[src/rtl/fp_bcd_formatter_if.sv]
// Handshake and result bundle between a floating-point producer and the BCD formatter.
interface fp_bcd_formatter_if;
    logic        start;
    logic [31:0] value_754;
    logic [31:0] bcd_digits;
    logic        neg;
    logic        err;
    logic        ovf;
    logic        busy;
    logic        done;

    modport master (
        output start, value_754,
        input  bcd_digits, neg, err, ovf, busy, done
    );

    modport slave (
        input  start, value_754,
        output bcd_digits, neg, err, ovf, busy, done
    );
endinterface

[src/rtl/fp_bcd_formatter.sv]
// Multi-cycle IEEE-754 single to 8-digit BCD converter (fixed-point scale, round, double-dabble).
// state | meaning
// IDLE  | waiting for start | LOAD | decode (1st cycle) then align (2nd) | SCALE | x10 per frac digit
// ROUND | half-up on magnitude | BCD | 27 double-dabble steps | DONE | one-cycle done pulse
module fp_bcd_formatter #(
    parameter int FRAC_DIGITS = 3
) (
    input  logic clk,
    input  logic rst,
    fp_bcd_formatter_if.slave bus
);
    localparam int S_IDLE  = 0;
    localparam int S_LOAD  = 1;
    localparam int S_SCALE = 2;
    localparam int S_ROUND = 3;
    localparam int S_BCD   = 4;
    localparam int S_DONE  = 5;

    localparam logic [5:0] ST_IDLE  = 6'b000001;
    localparam logic [5:0] ST_LOAD  = 6'b000010;
    localparam logic [5:0] ST_SCALE = 6'b000100;
    localparam logic [5:0] ST_ROUND = 6'b001000;
    localparam logic [5:0] ST_BCD   = 6'b010000;
    localparam logic [5:0] ST_DONE  = 6'b100000;

    localparam int          SCALE_LAST_I = (FRAC_DIGITS > 0) ? FRAC_DIGITS - 1 : 0;
    localparam logic [2:0]  SCALE_LAST   = 3'(SCALE_LAST_I);
    localparam logic [32:0] LIMIT        = 33'd100000000;

    logic [5:0]        state, next_state;
    logic [31:0]       op;
    logic              load_ph, cls_err, cls_big, q_nz;
    logic [23:0]       mant;
    logic signed [9:0] k, nk;
    logic [63:0]       fx, fx_aligned;
    logic [58:0]       dd, dd_step;
    logic [31:0]       adj;
    logic [2:0]        scale_cnt;
    logic [4:0]        bcd_cnt;
    logic [32:0]       q;
    logic              scale_ovf, round_ovf;
    logic [31:0]       digits_r;
    logic              neg_r, err_r, ovf_r;
    logic              busy_c, done_c;

    always_ff @(posedge clk or negedge rst) begin
        if (!rst) state <= ST_IDLE;
        else      state <= next_state;
    end

    always_comb begin
        next_state = state;
        unique case (1'b1)
            state[S_IDLE]:  if (bus.start) next_state = ST_LOAD;
            state[S_LOAD]: begin
                if (load_ph) begin
                    if (cls_err || cls_big)    next_state = ST_DONE;
                    else if (FRAC_DIGITS == 0) next_state = ST_ROUND;
                    else                       next_state = ST_SCALE;
                end
            end
            state[S_SCALE]: begin
                if (scale_ovf)                    next_state = ST_DONE;
                else if (scale_cnt == SCALE_LAST) next_state = ST_ROUND;
            end
            state[S_ROUND]: next_state = round_ovf ? ST_DONE : ST_BCD;
            state[S_BCD]:   if (bcd_cnt == 5'd26) next_state = ST_DONE;
            state[S_DONE]:  next_state = ST_IDLE;
            default:        next_state = ST_IDLE;
        endcase
    end

    always_comb begin
        busy_c = ~state[S_IDLE];
        done_c = state[S_DONE];
    end

    // Alignment: {1,m} placed as Q32.32, i.e. shifted by E+9; far-right shifts flush to zero.
    always_comb begin
        nk         = -k;
        fx_aligned = '0;
        if (!k[9])                fx_aligned = {40'b0, mant} << k[5:0];
        else if (nk < 10'sd24)    fx_aligned = {40'b0, mant} >> nk[4:0];
    end

    always_comb begin
        scale_ovf = ({1'b0, fx[63:32]} >= LIMIT);
        q         = {1'b0, fx[63:32]} + {32'b0, fx[31]};
        round_ovf = (q >= LIMIT);
    end

    always_comb begin
        adj = dd[58:27];
        for (int d = 0; d < 8; d++) begin
            if (adj[d*4 +: 4] >= 4'd5) adj[d*4 +: 4] = adj[d*4 +: 4] + 4'd3;
        end
        dd_step = {adj[30:0], dd[26:0], 1'b0};
    end

    always_ff @(posedge clk or negedge rst) begin
        if (!rst) begin
            op        <= '0;
            load_ph   <= 1'b0;
            cls_err   <= 1'b0;
            cls_big   <= 1'b0;
            mant      <= '0;
            k         <= '0;
            fx        <= '0;
            dd        <= '0;
            q_nz      <= 1'b0;
            scale_cnt <= '0;
            bcd_cnt   <= '0;
            digits_r  <= '0;
            neg_r     <= 1'b0;
            err_r     <= 1'b0;
            ovf_r     <= 1'b0;
        end else begin
            if (state[S_IDLE] && bus.start) begin
                op        <= bus.value_754;
                load_ph   <= 1'b0;
                scale_cnt <= '0;
                bcd_cnt   <= '0;
            end
            if (state[S_LOAD]) begin
                if (!load_ph) begin
                    load_ph <= 1'b1;
                    cls_err <= &op[30:23];
                    cls_big <= op[30:23] > 8'd153;
                    mant    <= (op[30:23] == 8'd0) ? 24'd0 : {1'b1, op[22:0]};
                    k       <= $signed({2'b00, op[30:23]}) - 10'sd118;
                end else begin
                    load_ph <= 1'b0;
                    fx      <= fx_aligned;
                    if (cls_err) begin
                        digits_r <= '0;
                        neg_r    <= 1'b0;
                        err_r    <= 1'b1;
                        ovf_r    <= 1'b0;
                    end else if (cls_big) begin
                        digits_r <= '0;
                        neg_r    <= op[31];
                        err_r    <= 1'b0;
                        ovf_r    <= 1'b1;
                    end
                end
            end
            if (state[S_SCALE]) begin
                scale_cnt <= scale_cnt + 3'd1;
                if (scale_ovf) begin
                    digits_r <= '0;
                    neg_r    <= op[31];
                    err_r    <= 1'b0;
                    ovf_r    <= 1'b1;
                end else begin
                    fx <= (fx << 3) + (fx << 1);
                end
            end
            if (state[S_ROUND]) begin
                dd   <= {32'b0, q[26:0]};
                q_nz <= |q;
                if (round_ovf) begin
                    digits_r <= '0;
                    neg_r    <= op[31];
                    err_r    <= 1'b0;
                    ovf_r    <= 1'b1;
                end
            end
            if (state[S_BCD]) begin
                dd      <= dd_step;
                bcd_cnt <= bcd_cnt + 5'd1;
                if (bcd_cnt == 5'd26) begin
                    digits_r <= dd_step[58:27];
                    neg_r    <= op[31] & q_nz;
                    err_r    <= 1'b0;
                    ovf_r    <= 1'b0;
                end
            end
        end
    end

    assign bus.bcd_digits = digits_r;
    assign bus.neg        = neg_r;
    assign bus.err        = err_r;
    assign bus.ovf        = ovf_r;
    assign bus.busy       = busy_c;
    assign bus.done       = done_c;
endmodule

[src/flat_wrapper.sv]
// flat-port wrapper written by rule: the top's interface ports become plain ports
module fp_bcd_formatter_flat 
#(
    parameter int FRAC_DIGITS = 3
)
  (clk, rst, bus_start, bus_value_754, bus_bcd_digits, bus_neg, bus_err, bus_ovf, bus_busy, bus_done);
  fp_bcd_formatter_if bus_i ();
  input  logic clk;
  input  logic rst;
  input wire logic [$bits(bus_i.start)-1:0] bus_start;
  input wire logic [$bits(bus_i.value_754)-1:0] bus_value_754;
  output wire logic [$bits(bus_i.bcd_digits)-1:0] bus_bcd_digits;
  output wire logic [$bits(bus_i.neg)-1:0] bus_neg;
  output wire logic [$bits(bus_i.err)-1:0] bus_err;
  output wire logic [$bits(bus_i.ovf)-1:0] bus_ovf;
  output wire logic [$bits(bus_i.busy)-1:0] bus_busy;
  output wire logic [$bits(bus_i.done)-1:0] bus_done;
  assign bus_i.start = bus_start;
  assign bus_i.value_754 = bus_value_754;
  assign bus_bcd_digits = bus_i.bcd_digits;
  assign bus_neg = bus_i.neg;
  assign bus_err = bus_i.err;
  assign bus_ovf = bus_i.ovf;
  assign bus_busy = bus_i.busy;
  assign bus_done = bus_i.done;
  fp_bcd_formatter #(.FRAC_DIGITS(FRAC_DIGITS)) u_core (.clk(clk), .rst(rst), .bus(bus_i));
endmodule
[config.mk]
export PLATFORM = sky130hd
export DESIGN_NAME = fp_bcd_formatter_flat
export DESIGN_NICKNAME = d
export VERILOG_FILES = /design/src/rtl/fp_bcd_formatter_if.sv /design/src/rtl/fp_bcd_formatter.sv /design/src/flat_wrapper.sv
export SDC_FILE = /design/constraint.sdc
export NUM_CORES = 1
export LEC_CHECK = 0
export BUFFER_PORTS_ARGS = -buffer_cell sky130_fd_sc_hd__clkbuf_2
export CAP_MARGIN = 10
export CELL_PAD_IN_SITES_DETAIL_PLACEMENT = 1
export CELL_PAD_IN_SITES_GLOBAL_PLACEMENT = 1
export CORE_AREA = 3 3 188 190
export CTS_CLUSTER_SIZE = 20
export DETAILED_ROUTE_END_ITERATION = 10
export DIE_AREA = 0 0 191 193
export HOLD_SLACK_MARGIN = 0.02
export PLACE_DENSITY = 0.9
export SLEW_MARGIN = 20
export SYNTH_ARGS = -nofsm -noshare
export SYNTH_HDL_FRONTEND = slang
export SYNTH_SLANG_ARGS = --single-unit
[constraint.sdc]
create_clock -name clk -period 5.9 [get_ports clk]
set_input_delay 0.885 -clock clk [delete_from_list [all_inputs] [get_ports clk]]
set_output_delay 0.885 -clock clk [all_outputs]
set_load 0.03 [all_outputs]
* After elaboration in Yosys (flattened, before gate mapping)
Index checks and enable logic that the tools add are counted.
Operators by class: $add $sub $neg 14, magnitude comparators 12, eq/ne operators 6, shifts and indexed selects 2, multiplexer cells 72, bitwise operators 3, reductions and logical operators 11
Operator list (number):
- two-way mux 64 bit | 6
- two-way mux 32 bit | 10
- two-way mux 59 bit | 2
- adder 64 bit | 1
- left shift 24 x 6 -> 64 bit | 1
- right shift 24 x 5 -> 64 bit | 1
- two-way mux 6 bit | 7
- adder 32 x 1 -> 33 bit | 1
- >= comparator 33 x 27 -> 1 bit, second input constant | 1
- two-way mux 1 bit | 33
- OR reduction 33 bit | 1
- >= comparator 32 x 27 -> 1 bit, second input constant | 1
- >= comparator 4 x 3 -> 1 bit, second input constant | 8
- case mux 6 bit (5 select lines) | 1
- adder 4 x 2 -> 4 bit, second input constant | 7
- two-way mux 4 bit | 7
- two-way mux 24 bit | 1
- < comparator 10 x 6 -> 1 bit, second input constant | 1
- two-way mux 5 bit | 2
- negation 10 bit | 1
- two-way mux 3 bit | 3
- subtractor 8 x 7 -> 9 bit, second input constant | 1
- greater-than comparator 8 bit, second input constant | 1
- logical NOT 8 bit | 1
- other kinds (15) | 21
Storage, ports and cells: bits in registers 242, bits of input ports 35, output and inout port bits 37, logic and storage cells 137

* Logic depth before layout (Yosys ltp)
depth after elaboration 10, mapped depth 16, depth with buffers taken out 11

* Worst setup path before layout
No wires, ideal clock.
path type reg-to-reg, start register u_core.k[1], end register u_core.fx[4], setup time 0.138 ns, arrival 3.528 ns, data required time 5.762 ns, slack 2.234 ns, cell stages (with the launch flop) 16, buffers on the path 5, period minus slack after synthesis 3.666 ns, path through dfrtp_1 -> clkbuf_1 -> buf_1 -> clkbuf_1 -> inv_1 -> ha_1 -> clkbuf_1 -> buf_1 -> mux2i_1 -> mux2i_1 -> a211oi_1 -> a211oi_1 -> a21oi_1 -> o221ai_1 -> o21ai_0 -> o21ai_0
On the way: word-level cells in the longest chain between the ends 8
RTL lines:
- from (decl) | RTL line fp_bcd_formatter.sv:34 | logic signed [9:0] k, nk;
- from (signal assigned) | RTL line fp_bcd_formatter.sv:130 | k <= $signed({2'b00, op[30:23]}) - 10'sd118;
- negation 10 bit | RTL line fp_bcd_formatter.sv:80 | nk = -k;
- < comparator 10 x 6 -> 1 bit / right shift 24 x 5 -> 64 bit (equally long branches) | RTL line fp_bcd_formatter.sv:83 | else if (nk < 10'sd24) fx_aligned = {40'b0, mant} >> nk[4:0];
- two-way mux 64 bit | RTL line fp_bcd_formatter.sv:83
- two-way mux 64 bit * | RTL line fp_bcd_formatter.sv:82 | if (!k[9]) fx_aligned = {40'b0, mant} << k[5:0];
- two-way mux 64 bit * | RTL line fp_bcd_formatter.sv:125 | if (!load_ph) begin
- two-way mux 64 bit * | RTL line fp_bcd_formatter.sv:124 | if (state[S_LOAD]) begin
- two-way mux 64 bit | RTL line fp_bcd_formatter.sv:149 | if (scale_ovf) begin
- two-way mux 64 bit * | RTL line fp_bcd_formatter.sv:147 | if (state[S_SCALE]) begin
- to (signal assigned) | RTL line fp_bcd_formatter.sv:133 | fx <= fx_aligned;
- to (signal assigned) | RTL line fp_bcd_formatter.sv:155 | fx <= (fx << 3) + (fx << 1);
- to (decl) | RTL line fp_bcd_formatter.sv:35 | logic [63:0] fx, fx_aligned;
Mark *: on every way between the ends. The rest lies on a longest branch, timed or not. A chain may end at the register's enable or synchronous reset.

* Final worst setup path
start register u_core.fx[0], end register u_core.fx[57]
On the way: word-level cells in the longest chain between the ends 3
RTL lines (RTL line):
- adder 64 bit | fp_bcd_formatter.sv:155
- two-way mux 64 bit | fp_bcd_formatter.sv:149
- two-way mux 64 bit | fp_bcd_formatter.sv:147
No other way between the ends.

==> impl_metrics.ini <==
[run_status]
outcome = complete, no violations

[detailed_routing]
first_iter_violations = 1525
drt-wirelength-per-cell_um = 25.5
drcViolationCount = 0
ant_nets = 0
drt-total-wl_um = 63700
via_count = 17300
vias_per_cell = 6.93
firstDrtPassIters = 5

[layout]
final_util_pct = 57.7
syn_to_final_growth_pct = 8.20
n_fill_cell = 3889
seqCellArea_mm2 = 0.00603
drive_gt1_share_pct = 12.1
n_antenna_cell = 0
finalNonFillerCells = 2493
final_area_mm2 = 0.0194
multiInputGateArea_mm2 = 0.0112
fin_nets = 2144

[critical_path]
startpoint_type = flop
timing.rr.start = u_core.fx[0]
crit_chain = ha_1 -> fa_1 -> a211oi_1 -> o21ai_0 -> o2111ai_1 -> a21oi_1 -> a31oi_1 -> o31ai_2 -> a21o_1 -> a2111oi_0 -> a211oi_1
critical_path_class = reg -> reg
max_stage_delay_ps = 530
crit_fanout = 4
cp_data_arrival_time_ps = 4480
ff2ff_setup_slack_ps = 1840
slowest_stage = a31oi_1
timing.rr.end = u_core.fx[57]
cp_common_cell = a211oi_1
end_kind = flop
cp.required_ps = 6330
worstRegToRegCells = 11

[floorplan]
die_area_mm2 = 0.0369
rows = 67
dieHeight_um = 193
chipWidth_um = 191
core_area_mm2 = 0.0336
io_pins = 72
start_util_pct = 53.3

[clock_network]
path_clk_slew_ps = 60
clockBufferDepth = 3
cts_made_buffers = 28
cts_resized = 0
cts_sinks = 241
clock_latency_ps = 570
hold_buffers = 0
post_cts_buffers = 0
h-tree-depth = 1
cts_tree = built
clock-root-buffer = clkbuf_16

[placed_design]
place_area_mm2 = 0.0185
place.gp.congestion = 0.962
dpl.hpwl_um = 42900
io_buffer_count = 71
dp.cells = 2442
pre_cts_slack_ps = 1990

[power]
leakage_nw = 8.32
ir_drop_uv = 390
power_mw = 13.0
powerDensity_mw_per_mm2 = 670

[logic_synthesis]
yosysTopAreaCell = dfrtp_1
yosysTopAreaCellShare_pct = 33.5
synth-edff-count = 0
syn_avg_cell_area_um2 = 8.76
syn-num-nets = 2166
ys_warn_count = 0
yosysMostFrequentCell = nand2_1
ys.flop_type = dfrtp_1
ys_types = 89
synth-seq-cells = 241
ys_async_sr_fraction_pct = 100
synthCells = 2046
synth_area_leaders = dfrtp_1, ha_1, nand2_1
netlist_area_mm2 = 0.0179
synth_common_cells = nand2_1, dfrtp_1, o21ai_0, a21oi_1, nor2_1
ys_seq_area_share_pct = 33.7

[grt]
grt_max_degree = 97
grt_use_total_pct = 33.8
first_global_vias = 18000
grtUsageMet2_pct = 58.8
antenna_found_initial = 0
gr-total-overflow = 0
top_usage_layer = met2
met3_usage_pct = 4.14
grt_first_pass_wirelength_um = 101000
gr-usage-met1_pct = 42.3

[timing]
skew_ps = 10.8
setup_viol = 0
tightest_slew_ps = 1070
tns_ps = 0
fin_hold_ws_ps = 342
fin_crit_ps = 4060
worst_slack_ps = 1840
rsz0062_at_grt = false
max_freq_ghz = 0.246
hold_viol = 0
report.final.slew_viol_count = 0
slew_headroom_pct = 27.8
period_share_pct = 68.8

[flow_run]
cap_violations = 0

[min_path]
hp-class = in -> async
==> cells by family after synthesis <==
logic type / share of synthesized area, %
buffers and inverters: 4.24
multiplexers: 10.2
flip-flops: 33.7
XOR/XNOR: 4.45
adder cells (fa/ha/maj): 5.98
AND/OR/NAND/NOR: 16.0
AO/OA/AOI/OAI: 25.5
==> cells in the final DEF (no fill, tap or decap), types with 40 or more instances in the layout <==
cell type	instances
mux2_2	53
a21oi_1	167
clkbuf_2	70
xor2_1	44
a22o_1	40
a21o_1	48
o21ai_0	178
nand2_1	245
nor2_1	107
ha_1	83
dfrtp_1	238
inv_1	47
xnor2_1	45
mux2i_1	66
==> where the power goes <==
group / total [mW] / switching (mW) / internal [mW]
registers: 3.23 / 0.972 / 2.26
logic: 8.03 / 5.06 / 2.97
clock network: 1.74 / 0.771 / 0.971
total: 13.0 / 6.80 / 6.20
==> registers in the layout, indices dropped and copies added (netlist names), 3 cells and up <==
| signal | flops |
|---|---|
| u_core.fx | 64 |
| u_core.dd | 59 |
| u_core.bus.bcd_digits | 32 |
| u_core.op | 32 |
| u_core.mant | 24 |
| u_core.k | 9 |
| u_core.state | 6 |
| u_core.bcd_cnt | 5 |
| u_core.scale_cnt | 3 |
==> worst max-delay path: cells and delay by family (launching register included) <==
kind                     cells  cell delay [ps]
flip-flops                   1              400
adder cells (fa/ha/maj)      2              720
AO/OA/AOI/OAI                9             2800
==> worst max path at each step <==
stage	startpoint	to	slack [ps]	depth (start not counted)
2_1_floorplan	u_core.k[1]	u_core.fx[4]	2230	15
3_3_place_gp	u_core.k[1]	u_core.fx[4]	2280	12
3_5_place_dp	u_core.k[1]	u_core.fx[1]	1990	11
4_1_cts	u_core.k[1]	u_core.fx[2]	1910	11
5_1_grt	u_core.fx[0]	u_core.fx[57]	1650	11
6_report	u_core.fx[0]	u_core.fx[57]	1840	11
==> metal layers <==
layer,share of wire [%],up-vias
met5,0,-
met4,5.1,0
met3,6.1,240
met2,50,765
met1,39,8689
li1,-,7578
==> layout make-up <==
type                       instances  share of cell area, %
clock buffer                      37                   3.99
clock inverter                    14                  0.632
inverter                          50                  0.968
multi-input combinational       1611                   57.7
sequential                       241                   31.1
tap                              448                   2.89
timing repair buffer              92                   2.70
(Power assumes the default switching activity.)
